==> config.mk <==
export PLATFORM = sky130hd
export DESIGN_NAME = vlsu_meta_buffer
export DESIGN_NICKNAME = d
export VERILOG_FILES = /design/src/rtl/vlsu_meta_buffer.sv
export SDC_FILE = /design/constraint.sdc
export NUM_CORES = 1
export LEC_CHECK = 0
export ABC_AREA = 0
export CAP_MARGIN = 40
export CORE_MARGIN = 5
export CORE_UTILIZATION = 54
export CTS_CLUSTER_DIAMETER = 200
export DETAILED_ROUTE_END_ITERATION = 16
export GPL_ROUTABILITY_DRIVEN = 0
export PLACE_DENSITY = 0.84
export SYNTH_ARGS = -nofsm -noshare
export SYNTH_HDL_FRONTEND = slang
export SYNTH_SLANG_ARGS = --single-unit
==> constraint.sdc <==
create_clock -name clk_i -period 6 [get_ports clk_i]
set_clock_uncertainty 0.2 [all_clocks]
set_input_delay 0.9 -clock clk_i [delete_from_list [all_inputs] [get_ports clk_i]]
set_output_delay 0.9 -clock clk_i [all_outputs]
set_load 0.03 [all_outputs]
==> src/rtl/vlsu_meta_buffer.sv <==
// Circular FIFO holding per-fragment {global, segment-level} metadata between the
// VLSU control machine and the load/store data controller.
module vlsu_meta_buffer #(
    parameter int unsigned Depth        = 4,
    parameter type         meta_glb_t   = logic,
    parameter type         meta_seglv_t = logic,
    localparam int unsigned CntW        = $clog2(Depth + 1),
    localparam int unsigned PtrW        = $clog2(Depth)
) (
    input  logic              clk_i,
    input  logic              rst_ni,
    input  logic              enq_valid_i,
    output logic              enq_ready_o,
    input  meta_glb_t         enq_glb_i,
    input  meta_seglv_t       enq_seglv_i,
    output logic              deq_valid_o,
    input  logic              deq_ready_i,
    output meta_glb_t         deq_glb_o,
    output meta_seglv_t       deq_seglv_o,
    input  logic              flush_i,
    output logic [CntW-1:0]   count_o,
    output logic              empty_o,
    output logic              full_o
);

    meta_glb_t   glb_q   [Depth];
    meta_seglv_t seglv_q [Depth];

    logic [PtrW-1:0] wptr_q, wptr_d;
    logic [PtrW-1:0] rptr_q, rptr_d;
    logic [CntW-1:0] cnt_q, cnt_d;
    logic            enq_fire;
    logic            deq_fire;

    // Ready/valid derive only from registered occupancy, so a full buffer never
    // opens a combinational path from the data controller back to the control machine.
    assign enq_ready_o = (cnt_q != CntW'(Depth));
    assign deq_valid_o = (cnt_q != '0);
    assign deq_glb_o   = glb_q[rptr_q];
    assign deq_seglv_o = seglv_q[rptr_q];
    assign count_o     = cnt_q;
    assign empty_o     = (cnt_q == '0);
    assign full_o      = (cnt_q == CntW'(Depth));

    assign enq_fire = enq_valid_i && enq_ready_o;
    assign deq_fire = deq_valid_o && deq_ready_i;

    always_comb begin
        wptr_d = wptr_q;
        rptr_d = rptr_q;
        cnt_d  = cnt_q;
        if (flush_i) begin
            wptr_d = '0;
            rptr_d = '0;
            cnt_d  = '0;
        end else begin
            if (enq_fire) wptr_d = wptr_q + PtrW'(1);
            if (deq_fire) rptr_d = rptr_q + PtrW'(1);
            unique case ({enq_fire, deq_fire})
                2'b10:   cnt_d = cnt_q + CntW'(1);
                2'b01:   cnt_d = cnt_q - CntW'(1);
                default: cnt_d = cnt_q;
            endcase
        end
    end

    always_ff @(posedge clk_i or negedge rst_ni) begin
        if (!rst_ni) begin
            wptr_q <= '0;
            rptr_q <= '0;
            cnt_q  <= '0;
        end else begin
            wptr_q <= wptr_d;
            rptr_q <= rptr_d;
            cnt_q  <= cnt_d;
        end
    end

    // Storage is intentionally unreset; entries are only observed while counted valid.
    always_ff @(posedge clk_i) begin
        if (enq_fire && !flush_i) begin
            glb_q[wptr_q]   <= enq_glb_i;
            seglv_q[wptr_q] <= enq_seglv_i;
        end
    end

    a_cnt_bound: assert property (@(posedge clk_i) disable iff (!rst_ni)
        cnt_q <= CntW'(Depth));

    a_no_enq_full: assert property (@(posedge clk_i) disable iff (!rst_ni)
        full_o |-> !enq_fire);

    a_no_deq_empty: assert property (@(posedge clk_i) disable iff (!rst_ni)
        empty_o |-> !deq_fire);

    a_deq_stable: assert property (@(posedge clk_i) disable iff (!rst_ni)
        (deq_valid_o && !deq_ready_i && !flush_i) |=>
            (deq_valid_o && $stable(deq_glb_o) && $stable(deq_seglv_o)));

    a_enq_stable: assert property (@(posedge clk_i) disable iff (!rst_ni)
        (enq_valid_i && !enq_ready_o && !flush_i) |=>
            (!enq_valid_i || ($stable(enq_glb_i) && $stable(enq_seglv_i))));

endmodule

==> results.toml <==
[timing]
fin_ws_ps = 2860
min_period_ps = 3140
tightest_slew_ps = 439
slew_viol_final = 0
finalCritPeriodShare = 0.523
rsz0062_at_grt = "false"
fmax_mhz = 319
finalSetupTns_ps = 0
hold_violations = 0
relSlewSlack = 0.706
setup_viol_count_final = 0

[detailed_routing]
wl_um = 1530
routedWlPerCell_um = 14.3
first_iter_violations = 4
drt-vias-per-instance = 5.64
route.vias.total = 603
drc = 0
firstDrtPassIters = 3
antenna_left = 0

[critical_path]
reg2reg_depth = 5
required_ps = 4900
setup.worst_path.start = "count_o[0]"
crit_path_max_fanout = 11
setup.worst_path.start_class = "flip-flop"
r2r_slack_ps = 3680
setup.worst_path.end_class = "primary output"
critical_path_class = "reg2out"
critPathArrivalTime_ps = 2040
reg2reg_from = "count_o[0]"
worstSetupEndpoint = "empty_o"
r2r-end = "count_o[1]"

[clock_tree]
ctsHtreeMaxLevel = 1
cts_buffers = 3
post_cts_buffers = 0
cts_hold_buf = 0
cts_max_path_buffers = 2
cts_tree = "done"
cts.clk_slew.worst_paths_ps = 90
clkLatencyLatePin_ps = 280
cts-root-buf = "clkbuf_4"
cts_sinks = 15
cts_resized = 0

[finish]
fill_cells = 116
drive_above_1_share = 0.0879
final_cell_mix = "15 x clkdlybuf4s50_1, 10 x nor2_1, 8 x edfxtp_1, 7 x dfrtp_1"
final_common_cell = "clkdlybuf4s50_1"
multi_input_area_um2 = 384
postLayoutCoreUtil = 0.671
finalNonFillerCells = 107
fin_nets = 104
area_growth_pct = 17.6
diodes = 0
ff_latch_area_um2 = 415

[place]
io_buffer_count = 15
dp_hpwl_um = 1140
placed_cells = 103
pre_cts_slack_ps = 2910

[grt]
track_usage = 0.134
grt_max_degree = 15
grt_pass1_wl_um = 2490
antenna_found_initial = 0
grt.overflow.total = 0
grt_pass1_vias = 569

[synth]
avgSynthCellArea_um2 = 11.3
async_flop_share = 0.467
synth_cell_types = 31
synth_enable_flop_cells = 8
postSynthNetCount = 88
yosysWarnings = 0
synth_area_um2 = 860
netlist_instances = 76
synth_ff_type = "edfxtp_1"
yosysSeqAreaShare = 0.483
synth-seq-cells = 15

[flow_run]
cap_violations = 0

[die]
die_area_mm2 = 0.00249
io_pins = 16
core_mm2 = 0.00151
die_h_um = 49.9
start_util = 0.571
row_count = 14
die_w_um = 49.9

[hold_path]
hp-start = "wptr_q[1]"
hp-class = "reg2reg"

[power]
p_leak_nw = 0.405
power_mw = 0.291
peakVddDrop_uv = 219
powerDensity_mw_per_mm2 = 288

[status]
status = "completed"
-- power by group --
part           total [mW]  internal (mW)  switching (mW)  leakage, nW
clock network      0.0571         0.0258          0.0313       0.0150
registers           0.129          0.117          0.0124        0.167
logic               0.104         0.0467          0.0577        0.223
-- cells in the mapped netlist, types with 2 or more instances --
library cell  number  share of area
nand2_1            5          0.022
nand3_1            5          0.029
edfxtp_1           8           0.28
xor2_1             2          0.020
or3_1              2          0.015
inv_1              4          0.017
ha_1               4          0.058
dfrtp_1            7           0.20
xnor2_1            2          0.020
mux4_2             2          0.052
o21ai_0            3          0.017
nor2_1            10          0.044
and2_1             4          0.029
-- kinds of logic after synthesis --
logic type / after synthesis / synth area share
AND/OR/NAND/NOR: 32 / 0.189
flip-flops: 15 / 0.483
AO/OA/AOI/OAI: 9 / 0.0699
buffers and inverters: 8 / 0.0699
adder cells (fa/ha/maj): 5 / 0.0815
XOR/XNOR: 4 / 0.0408
multiplexers: 3 / 0.0655
-- worst max-delay path: stages (launching register included) --
cell             delay [ps]
dfrtp_1                 500
or3_1                   500
inv_1                    90
clkdlybuf4s50_1         670
-- layout make-up --
| class | instances | share of cell area |
|---|---|---|
| multi-input combinational | 53 | 0.380 |
| inverter | 4 | 0.0149 |
| tap | 16 | 0.0198 |
| timing repair buffer | 15 | 0.149 |
| clock buffer | 4 | 0.0260 |
| sequential | 15 | 0.411 |
-- per-layer routing --
metal / GRT usage / routed length, um
met2: 0.225 / 777
met1: 0.143 / 623
met5: 0 / 0
met3: 0.0723 / 95
met4: 0.0393 / 33
-- per-stage QoR --
stage / hold slack (ps) / area [um2]
floorplan: 338 / 860
global placement: 362 / 985
detailed placement: 368 / 985
CTS: 380 / 1010
global route: 436 / 1010
finish: 376 / 1010
-- how the worst min path moves through the flow --
stage | cells after the start | end
finish | 2 | wptr_q[1]
global route | 2 | wptr_q[1]
CTS | 2 | wptr_q[1]
detailed placement | 2 | wptr_q[1]
global placement | 2 | wptr_q[1]
floorplan | 2 | wptr_q[1]
-- state kept, by name, indices dropped and copies added (netlist names) --
name     flops
wptr_q       2
glb_q        4
count_o      3
rptr_q       2
seglv_q      4
Note: power is estimated with default switching activity, not from simulation.
